### src/rtl/regfile_wb.sv
`default_nettype none
// ============================================================================
// Module   : regfile_wb
// Purpose  : Architectural integer register file at the MEM/WB write-back
//            boundary. Commits wb_des_* into NREG GPRs (r0 hardwired to 0),
//            serves two combinational read ports to ID and counts retired
//            write-backs.
// Options  : REGFILE_WB_BYPASS_EN - when defined, a read that hits the
//            register being written in the same cycle returns wb_des_data.
// Revision : 1.0 - initial release
// ============================================================================
module regfile_wb #(
  parameter int DATA_W = 32,
  parameter int ADDR_W = 5,
  parameter int NREG   = 32,
  parameter int CNT_W  = 32
) (
  input  logic              clk,
  input  logic              rst,          // asynchronous, active-low
  input  logic [ADDR_W-1:0] wb_des_addr,
  input  logic              wb_des_exist,
  input  logic [DATA_W-1:0] wb_des_data,
  input  logic              rd1_en,
  input  logic [ADDR_W-1:0] rd1_addr,
  output logic [DATA_W-1:0] rd1_data,
  input  logic              rd2_en,
  input  logic [ADDR_W-1:0] rd2_addr,
  output logic [DATA_W-1:0] rd2_data,
  output logic [CNT_W-1:0]  retire_cnt
);

  // Register storage; entry 0 is only ever loaded by reset, so it stays 0.
  logic [DATA_W-1:0] regs_q [NREG];
  logic [CNT_W-1:0]  cnt_q;
  logic [CNT_W-1:0]  cnt_d;
  logic              wr_en_w;

  // A write commits only for a valid, non-r0, in-range destination.
  assign wr_en_w = wb_des_exist && (wb_des_addr != '0) && (int'(wb_des_addr) < NREG);

  // Retire counter counts every valid write-back (r0 included) and wraps.
  assign cnt_d = cnt_q + CNT_W'(1);

  // Register array update; reset clears every entry immediately.
  always_ff @(posedge clk or negedge rst) begin
    if (!rst) begin
      for (int i = 0; i < NREG; i++) begin
        regs_q[i] <= '0;
      end
    end else if (wr_en_w) begin
      regs_q[wb_des_addr] <= wb_des_data;
    end
  end

  // Retired write-back counter.
  always_ff @(posedge clk or negedge rst) begin
    if (!rst) begin
      cnt_q <= '0;
    end else if (wb_des_exist) begin
      cnt_q <= cnt_d;
    end
  end

  assign retire_cnt = cnt_q;

  // Read port 1: reset, disable and r0 all force zero, then optional bypass.
  always_comb begin
    rd1_data = '0;
    if (rst && rd1_en && (rd1_addr != '0) && (int'(rd1_addr) < NREG)) begin
`ifdef REGFILE_WB_BYPASS_EN
      if (wb_des_exist && (wb_des_addr == rd1_addr)) begin
        rd1_data = wb_des_data;
      end else begin
        rd1_data = regs_q[rd1_addr];
      end
`else
      rd1_data = regs_q[rd1_addr];
`endif
    end
  end

  // Read port 2: identical structure, fully independent of port 1.
  always_comb begin
    rd2_data = '0;
    if (rst && rd2_en && (rd2_addr != '0) && (int'(rd2_addr) < NREG)) begin
`ifdef REGFILE_WB_BYPASS_EN
      if (wb_des_exist && (wb_des_addr == rd2_addr)) begin
        rd2_data = wb_des_data;
      end else begin
        rd2_data = regs_q[rd2_addr];
      end
`else
      rd2_data = regs_q[rd2_addr];
`endif
    end
  end

endmodule
`default_nettype wire
### config.mk
export PLATFORM = sky130hd
export DESIGN_NAME = regfile_wb
export DESIGN_NICKNAME = d
export VERILOG_FILES = /design/src/rtl/regfile_wb.sv
export SDC_FILE = /design/constraint.sdc
export NUM_CORES = 2
export LEC_CHECK = 0
export ABC_AREA = 1
export CAP_MARGIN = 20
export CORE_ASPECT_RATIO = 1.4
export CORE_MARGIN = 2
export CORE_UTILIZATION = 40
export DETAILED_ROUTE_END_ITERATION = 10
export HOLD_SLACK_MARGIN = 0.08
export SETUP_SLACK_MARGIN = 0.02
export SYNTH_ARGS = -nofsm -noshare
export SYNTH_HDL_FRONTEND = slang
export SYNTH_SLANG_ARGS = --single-unit
### constraint.sdc
create_clock -name clk -period 2.4 [get_ports clk]
set_input_delay 0.48 -clock clk [delete_from_list [all_inputs] [get_ports clk]]
set_output_delay 0.48 -clock clk [all_outputs]
set_load 0.02 [all_outputs]
==> flow_metrics.tcl <==
set metrics [dict create \
    r2r_cells 9 \
    yosysSeqAreaShare_pct 45.6 \
    leakage_nw 34.6 \
    whs_endpoint "regs_q[1022]" \
    crit_path_start_kind "primary input" \
    slew_viol_final 0 \
    die_w_um 326 \
    final_antenna_net_count 0 \
    clk_path_buf_depth 3 \
    grt_usage_pct 33.4 \
    post-route-util_pct 53.0 \
    drtIter0Drc 7570 \
    fin_area_um2 76300 \
    fillCellCount 13586 \
    dp_hpwl_um 160000 \
    period_needed_ns 2.70 \
    seqCellArea_um2 26400 \
    multi_input_area_um2 29400 \
    status "finished with violations" \
    path_class "primary input to output pin" \
    via_per_inst 5.80 \
    cts.clk_slew.worst_paths_ns 0.06 \
    cts_tree "built" \
    first_pass_iters 7 \
    synth_fp_nets 8324 \
    start_util_pct 40.2 \
    numClockSinks 1056 \
    hold_viol 0 \
    reg2reg_slack_ns 0.68 \
    skew_ns 0.0162 \
    hold_path.class "flop to flop" \
    rows 165 \
    grt_pass1_wl_um 374000 \
    mostFrequentLayoutCells "nand2_1, o21ai_0, dfrtp_1" \
    postPlaceCellArea_um2 66800 \
    cts_root_buffer "clkbuf_16" \
    p_total_mw 55.8 \
    ys_ff_latch 1056 \
    wl_per_cell_um 24.2 \
    vdd_drop_max_mv 0.624 \
    drive_above_1_share_pct 19.2 \
    crit_fanout 5 \
    insertion_delay_ns 0.77 \
    worst_slew_pin_slew_ns 1.00 \
    cp.buffers_inverters 7 \
    core-area_um2 144000 \
    hold_path_depth 0 \
    gp_congestion 0.943 \
    violations "setup timing" \
    layout_setup_ws_ns -0.302 \
    drc_errors 0 \
    drt-total-wl_um 258000 \
    drv_cap 0 \
    r2r_end "retire_cnt[30]" \
    grt_max_degree 175 \
    regToRegStartpoint "retire_cnt[0]" \
    cp-startpoint "rd1_addr[1]" \
    min_from "regs_q[1022]" \
    finalSetupViolations 64 \
    io_pins 148 \
    cp_cell_sequence "clkbuf_16 -> nor2_4 -> buf_12 -> nand4_1 -> nand3_2 -> inv_4 -> buf_12 -> buf_6 -> nand2_1 -> nor2_1 -> buf_4 -> buf_6" \
    grt_pass1_vias 57554 \
    h-tree-depth 3 \
    dr_total_vias 61809 \
    syn_to_final_growth_pct 31.7 \
    overflow 0 \
    cp_top_family "buffers and inverters" \
    pwr_density_cell_nw_per_um2 731 \
    yosys_warnings 0 \
    max_freq_mhz 370 \
    numPortBuffers 147 \
    fp.dieArea_um2 148000 \
    cts_buffers 111 \
    avgSynthCellArea_um2 7.01 \
    cp_slowest_stage_delay_ns 0.25 \
    antenna_found_initial 11 \
    critPathArrivalTime_ns 2.22 \
    netlist_area_um2 58000 \
    grt_setup_unrepaired "true" \
    chipHeight_um 454 \
    end_kind "output pin" \
    layout.cells.most_common "nand2_1" \
    nNetsFinal 8690 \
    syn_inst 8271 \
    slew_headroom_pct 33.2 \
    fin_crit_sh_pct 113 \
    crit_slowest_cell "nor2_4" \
    required_ns 1.92 \
    synth.distinct_cells 26 \
]
-- final cells by class --
cell class / count / share of cell area, %
Multi-Input combinational cell: 6070 / 38.5
Sequential cell: 1056 / 34.6
Timing Repair Buffer: 974 / 16.3
Clock buffer: 150 / 4.09
Tap cell: 1920 / 3.15
Inverter: 423 / 2.19
Clock inverter: 56 / 1.06
Antenna cell: 5 / 0.0164
Timing Repair inverter: 1 / 0.0148
-- per-layer routing --
metal | track usage [%] | wire length [um] | vias to the layer above
met5 | 0 | 72 | -
met4 | 22.5 | 20000 | 10
met3 | 6.31 | 25500 | 949
met2 | 52.1 | 114000 | 3674
met1 | 42.3 | 97800 | 29439
li1 | - | - | 27737
-- per-stage QoR --
stage,worst slack (ns),TNS (ns),hold WS (ns),std cells
floorplan,0.0264,0,0.184,8271
global placement,-0.841,-40.93,0.368,10255
detailed placement,-0.812,-39.99,0.368,10255
CTS,-0.258,-9.91,0.383,10578
global route,-0.352,-13.53,0.395,10651
finish,-0.302,-10.41,0.382,10655
-- timing repair --
item / 4_1_cts / 5_1_grt
gates cloned: 24 / 17
pin swaps: 251 / 307
hold buffers: 1 / 0
setup endpoints to repair: 71 / 445
setup buffers: 120 / 67
hold endpoints to repair: 36 / 0
resized for setup: 864 / 487
-- registers in the layout, indices dropped and copies added (netlist names) --
signal      count
retire_cnt     32
regs_q       1024
-- cells by family (layout without fill, tap and decap cells) --
kind of cell	after synthesis	in the layout	share of synthesized area, %
buffers and inverters	1145	1604	7.69
other	0	5	0
AO/OA/AOI/OAI	2108	2108	19.4
adder cells (fa/ha/maj)	1	1	0.0216
XOR/XNOR	24	24	0.363
flip-flops	1056	1056	45.6
AND/OR/NAND/NOR	3937	3937	26.9
-- synthesized netlist by cell type --
library cell | instances | share of area (%)
nand3_1 | 571 | 4.9
nand3b_1 | 4 | 0.052
xor2_1 | 12 | 0.18
xnor2_1 | 12 | 0.18
a21oi_1 | 487 | 4.2
ha_1 | 1 | 0.022
o21ai_1 | 26 | 0.22
nor3_1 | 19 | 0.16
buf_1 | 59 | 0.38
nor2_1 | 868 | 5.6
or2_2 | 1 | 0.011
nor3_2 | 3 | 0.052
clkinv_1 | 5 | 0.032
inv_1 | 411 | 2.7
dfrtp_1 | 1056 | 46
nor2_2 | 4 | 0.043
buf_2 | 127 | 1.1
nand2_1 | 2454 | 16
nor4_4 | 1 | 0.037
o211ai_1 | 278 | 3.6
o21bai_1 | 1 | 0.013
clkbuf_1 | 536 | 3.5
inv_2 | 7 | 0.045
o21ai_0 | 1316 | 11
nor4_1 | 1 | 0.011
nand4_1 | 11 | 0.12
-- worst max-delay path by stage --
| stage | to | slack (ns) | cells after the start |
|---|---|---|---|
| after floorplan | rd1_data[24] | 0.03 | 10 |
| after global placement | rd1_data[19] | -0.84 | 11 |
| after detailed placement | rd1_data[19] | -0.81 | 11 |
| after CTS | rd1_data[16] | -0.26 | 10 |
| after global routing | rd1_data[16] | -0.35 | 10 |
| final | rd1_data[16] | -0.30 | 12 |
-- where the power goes --
| group | switching, mW | internal [mW] | leakage, nW | total, mW |
|---|---|---|---|---|
| sequential | 2.49 | 21.3 | 13.2 | 23.8 |
| clock | 8.04 | 11.0 | 1.91 | 19.0 |
| combinational | 7.69 | 5.33 | 19.4 | 13.0 |
No activity file was read; power rests on OpenSTA's default activity.
